### config.mk
export PLATFORM = sky130hd
export DESIGN_NAME = boot_loader
export DESIGN_NICKNAME = d
export VERILOG_FILES = /design/src/rtl/boot_pkg.sv /design/src/rtl/byte_packer.sv /design/src/rtl/boot_loader.sv
export SDC_FILE = /design/constraint.sdc
export NUM_CORES = 1
export LEC_CHECK = 0
export CAP_MARGIN = 25
export CORE_MARGIN = 10
export CORE_UTILIZATION = 30
export CTS_BUF_LIST = sky130_fd_sc_hd__clkbuf_8 sky130_fd_sc_hd__clkbuf_16
export CTS_CLUSTER_SIZE = 20
export DETAILED_ROUTE_END_ITERATION = 6
export PLACE_DENSITY = 0.46
export SKIP_CTS_REPAIR_TIMING = 1
export SYNTH_ARGS = -nofsm -noshare
export SYNTH_HDL_FRONTEND = slang
export SYNTH_HIERARCHICAL = 1
export SYNTH_SLANG_ARGS = --single-unit
### constraint.sdc
create_clock -name clk -period 3.15 [get_ports clk]
set_clock_uncertainty 0.15 [all_clocks]
set_input_delay 0.7875 -clock clk [delete_from_list [all_inputs] [get_ports clk]]
set_output_delay 0.7875 -clock clk [all_outputs]
set_load 0.02 [all_outputs]
### src/rtl/boot_pkg.sv
// boot_pkg: shared state encoding and frame byte placement for the boot loader.
package boot_pkg;

    typedef enum logic [2:0] {
        CNT_HI,
        CNT_LO,
        DATA_HI,
        DATA_LO,
        CHECK,
        RUN,
        ERROR
    } state_t;

    // Frame words are big-endian: the first byte on the wire is the upper half.
    localparam int HI_LSB = 8;
    localparam int LO_LSB = 0;

endpackage

### src/rtl/byte_packer.sv
// byte_packer: latches the high byte, then emits a 16-bit word with a one-cycle valid
// when the low byte arrives.
module byte_packer
    import boot_pkg::*;
(
    input  logic        clk,
    input  logic        rst_n,
    input  logic        hi_en,
    input  logic        lo_en,
    input  logic [7:0]  data,
    output logic [15:0] word,
    output logic        valid
);

    logic [7:0] hi;

    always_ff @(posedge clk or negedge rst_n) begin
        if (!rst_n) begin
            hi    <= '0;
            word  <= '0;
            valid <= 1'b0;
        end else begin
            valid <= lo_en;
            if (hi_en)
                hi <= data;
            if (lo_en) begin
                word[HI_LSB +: 8] <= hi;
                word[LO_LSB +: 8] <= data;
            end
        end
    end

endmodule

### src/rtl/boot_loader.sv
// boot_loader: receives a counted, XOR-checksummed byte frame, writes the packed words
// to memory and releases the CPU only when the checksum matches.
module boot_loader
    import boot_pkg::*;
#(
    parameter int ADDR_W     = 15,
    parameter int MEM_WORDS  = 128,
    parameter int START_ADDR = 0
) (
    input  logic              clk,
    input  logic              rst_n,
    input  logic              rx_valid,
    input  logic [7:0]        rx_data,
    output logic              rx_ready,
    output logic              mem_we,
    output logic [ADDR_W-1:0] mem_addr,
    output logic [15:0]       mem_in,
    output logic              cpu_run,
    output logic              boot_err
);

    localparam logic [15:0] MAX_N = 16'(MEM_WORDS);

    state_t      state, nxt;
    logic [15:0] cnt, idx, n;
    logic [7:0]  csum;
    logic        fire;

    assign fire = rx_valid && rx_ready;
    assign n    = {cnt[15:8], rx_data};

    always_comb begin
        nxt = state;
        if (fire)
            case (state)
                CNT_HI:  nxt = CNT_LO;
                CNT_LO:  nxt = (n > MAX_N) ? ERROR : (n == 16'd0) ? CHECK : DATA_HI;
                DATA_HI: nxt = DATA_LO;
                DATA_LO: nxt = (idx + 16'd1 == cnt) ? CHECK : DATA_HI;
                CHECK:   nxt = (rx_data == csum) ? RUN : ERROR;
                default: nxt = state;
            endcase
    end

    // Outputs follow the next state so RUN/ERROR drop rx_ready on the entering edge.
    always_ff @(posedge clk or negedge rst_n) begin
        if (!rst_n) begin
            state    <= CNT_HI;
            rx_ready <= 1'b0;
            cpu_run  <= 1'b0;
            boot_err <= 1'b0;
            mem_addr <= '0;
            cnt      <= '0;
            idx      <= '0;
            csum     <= '0;
        end else begin
            state    <= nxt;
            rx_ready <= (nxt != RUN) && (nxt != ERROR);
            cpu_run  <= (nxt == RUN);
            boot_err <= (nxt == ERROR);
            if (fire)
                case (state)
                    CNT_HI:  cnt[15:8] <= rx_data;
                    CNT_LO:  cnt[7:0]  <= rx_data;
                    DATA_HI: csum      <= csum ^ rx_data;
                    DATA_LO: begin
                        csum     <= csum ^ rx_data;
                        mem_addr <= ADDR_W'(START_ADDR) + ADDR_W'(idx);
                        idx      <= idx + 16'd1;
                    end
                    default: ;
                endcase
        end
    end

    byte_packer u_packer (
        .clk   (clk),
        .rst_n (rst_n),
        .hi_en (fire && state == DATA_HI),
        .lo_en (fire && state == DATA_LO),
        .data  (rx_data),
        .word  (mem_in),
        .valid (mem_we)
    );

endmodule

==> results.json <==
{
  "status": "completed",
  "avgSynthCellArea_sq_um": 12.7,
  "fmax_ghz": 0.374,
  "min_path_type": "in -> async",
  "p_leak_uw": 0.00232,
  "start_util_pct": 30.3,
  "n_antenna_cell": 0,
  "hold_viol": 0,
  "synth_nets": 342,
  "worst-path-buf-inv": 0,
  "clock-sinks": 86,
  "dpl_cell_area_sq_um": 4810,
  "drc": 0,
  "worst_slew_pin_slew_ns": 0.534,
  "internal_power_uw": 1880,
  "core_sq_um": 13800,
  "pin_count": 46,
  "clock_latency_ns": 0.34,
  "p_sw_share_pct": 20.9,
  "drv_cap": 0,
  "start_kind": "flip-flop",
  "dp_slack_ns": 0.201,
  "cts_root_buffer": "clkbuf_16",
  "syn_to_final_growth_pct": 23.0,
  "vias": 2625,
  "critPathKind": "reg -> reg",
  "ys_ff_latch": 86,
  "dpl.hpwl_mm": 6.93,
  "crit_chain": "ha_1, nand4_4, nor4_1, xnor2_1, nand4_2, nor4_4, o211a_1",
  "stdcell_area_sq_um": 5140,
  "power_switching_uw": 496,
  "drive_gt1_share_pct": 24.5,
  "die_area_sq_um": 19100,
  "tns_ns": 0,
  "fin_crit_sh_pct": 85.0,
  "synth_edf_count": 0,
  "nets": 391,
  "antenna_left": 0,
  "netlist_instances": 330,
  "die-width_um": 138,
  "fill_cells": 1412,
  "track_usage_pct": 10.4,
  "yosys_warnings": 6,
  "cts_tree": "yes",
  "crit_family": "simple AND/OR/NAND/NOR gates",
  "reg2reg_depth": 7,
  "cts_buffers": 9,
  "synth_cell_types": 53,
  "r2r_setup_slack_ns": 0.47,
  "slew_violations": 0,
  "cts_htree_levels": 3,
  "num_rows": 43,
  "cp_slowest_cell": "dfrtp_1",
  "critPathRequiredTime_ns": 3.28,
  "powerDensity_nw_per_um2": 462,
  "post_synth_instance_area_sq_um": 4180,
  "async_flop_share_pct": 100,
  "grt_first_pass_wirelength_mm": 16.1,
  "fin_total_pwr_uw": 2370,
  "grt_pass1_vias": 2883,
  "port_buffers": 45,
  "grt_start_max_net_pins": 49,
  "cp_num_cells": 7,
  "p_clk_share_pct": 49.9,
  "crit_fanout": 7,
  "routabilityCongestion": 0.832,
  "gr-total-overflow": 0,
  "max-slew-margin-rel_pct": 64.4,
  "crit_arrival_ns": 2.81,
  "die_y_um": 138,
  "irDropWorstVdd_mv": 0.261,
  "drt_iter0_markers": 178,
  "ys_seq_area_share_pct": 51.5,
  "wl_per_cell_um": 16.8,
  "path_clk_slew_ns": 0.07,
  "seqPwrFrac_pct": 46.9,
  "power.share.combinational_pct": 3.2,
  "dr.pass1.iters": 5,
  "period_minus_slack_ns": 2.68,
  "antenna_found_initial": 0,
  "critPathMaxStageDelay_ns": 0.51,
  "rsz0062_at_grt": "false",
  "fin_util_pct": 37.3,
  "routed_wl_mm": 9.47,
  "vias_per_cell": 4.65,
  "finalSetupViolations": 0,
  "synthFlopType": "dfrtp_1",
  "crit_path_end_kind": "flip-flop",
  "setup_slack_ns": 0.473,
  "clockBufferDepth": 2
}
synthesized netlist by cell type, types with 2 or more instances:
cell type,instances,area [sq um]
xnor2_1,40,350
mux2_2,46,518
nand4_1,3,18.8
mux2_4,10,150
or2_1,2,12.5
o31ai_1,3,22.5
clkbuf_1,2,7.51
xor2_1,11,96.3
nand4_2,2,25.0
o211a_1,3,30.0
buf_4,3,22.5
nor2b_1,2,12.5
dfrtp_1,86,2150
nor4_1,6,37.5
inv_1,2,7.51
nand3_1,8,40.0
a31oi_1,2,12.5
nor3_1,8,40.0
nand2_1,25,93.8
and4_1,3,26.3
and3_1,3,18.8
nor2_1,14,52.6
o21ai_0,3,15.0
a21oi_1,4,20.0
buf_2,7,35.0
buf_6,5,56.3
state kept, by name, summed over array words and instances, names as in the netlist:
register and flops:
state 3, cnt 16, boot_err 1, cpu_run 1
rx_ready 1, u_packer/hi 8, csum 8, idx 16
mem_addr 15, u_packer/valid 1, u_packer/word 16
final cells by class:
type                    instances  area (sq um)  area share [%]
repair buffers                 56           543            10.6
multi-input cells             224          1880            36.5
clock inverters                 5          81.3            1.58
well taps                     180           225            4.38
flip-flops and latches         86          2150            41.9
inverters                       2          7.51           0.146
clock buffers                  11           253            4.92
placed cells by master (no fill, tap or decap), drive strengths merged, types with 3 or more instances in the layout:
master | netlist | routed
o31ai | 3 | 3
clkdlybuf4s50 | 0 | 44
o211a | 3 | 3
o21ai | 4 | 4
nand4 | 6 | 6
inv | 2 | 4
buf | 16 | 12
and3 | 3 | 3
nand2 | 25 | 25
nor2 | 14 | 14
nor3 | 8 | 8
a21oi | 4 | 4
clkbuf | 2 | 11
xnor2 | 40 | 40
and4 | 3 | 3
dfrtp | 86 | 86
mux2 | 56 | 56
nand3 | 9 | 9
nor4 | 7 | 7
xor2 | 11 | 11
final timing paths:
kind	start	to
worst max-delay path	idx[0]$_DFFE_PN0P_	cpu_run$_DFF_PN0_
worst min-delay path	rst_n	idx[2]$_DFFE_PN0P_
worst max register to register	idx[0]$_DFFE_PN0P_	cpu_run$_DFF_PN0_
worst min register to register	csum[2]$_DFFE_PN0P_	csum[2]$_DFFE_PN0P_
max in group asynchronous	rst_n	cnt[12]$_DFFE_PN0P_
min in group clk	csum[2]$_DFFE_PN0P_	csum[2]$_DFFE_PN0P_
routing by layer:
metal | GRT usage [%] | wire length, um | vias up
met1 | 13.1 | 4370 | 1289
met5 | 0 | 0 | -
met4 | 3.33 | 120 | 0
li1 | - | - | 1272
met3 | 3.94 | 549 | 12
met2 | 16.0 | 4430 | 52
stage by stage:
step	hold WS, ns	instances
floorplan	0.315	330
global placement	0.331	548
detailed placement	0.334	548
CTS	0.294	564
global route	0.310	564
finish	0.270	564
power by group through the flow:
stage          Combinational, uW  Sequential, uW  Clock (uW)
2_1_floorplan               14.5            1140           0
3_3_place_gp                79.0            1130           0
3_5_place_dp                79.6            1130           0
4_1_cts                     79.5            1110        1220
5_1_grt                     85.9            1110        1280
6_report                    75.9            1110        1180
logic make-up after synthesis:
logic type / Yosys count / share of synthesized area [%]
AO/OA/AOI/OAI: 29 / 5.63
XOR/XNOR: 52 / 11.2
adder cells (fa/ha/maj): 1 / 0.299
buffers and inverters: 20 / 3.56
flip-flops: 86 / 51.5
multiplexers: 56 / 16.0
AND/OR/NAND/NOR: 86 / 11.8
(Power assumes the default switching activity.)
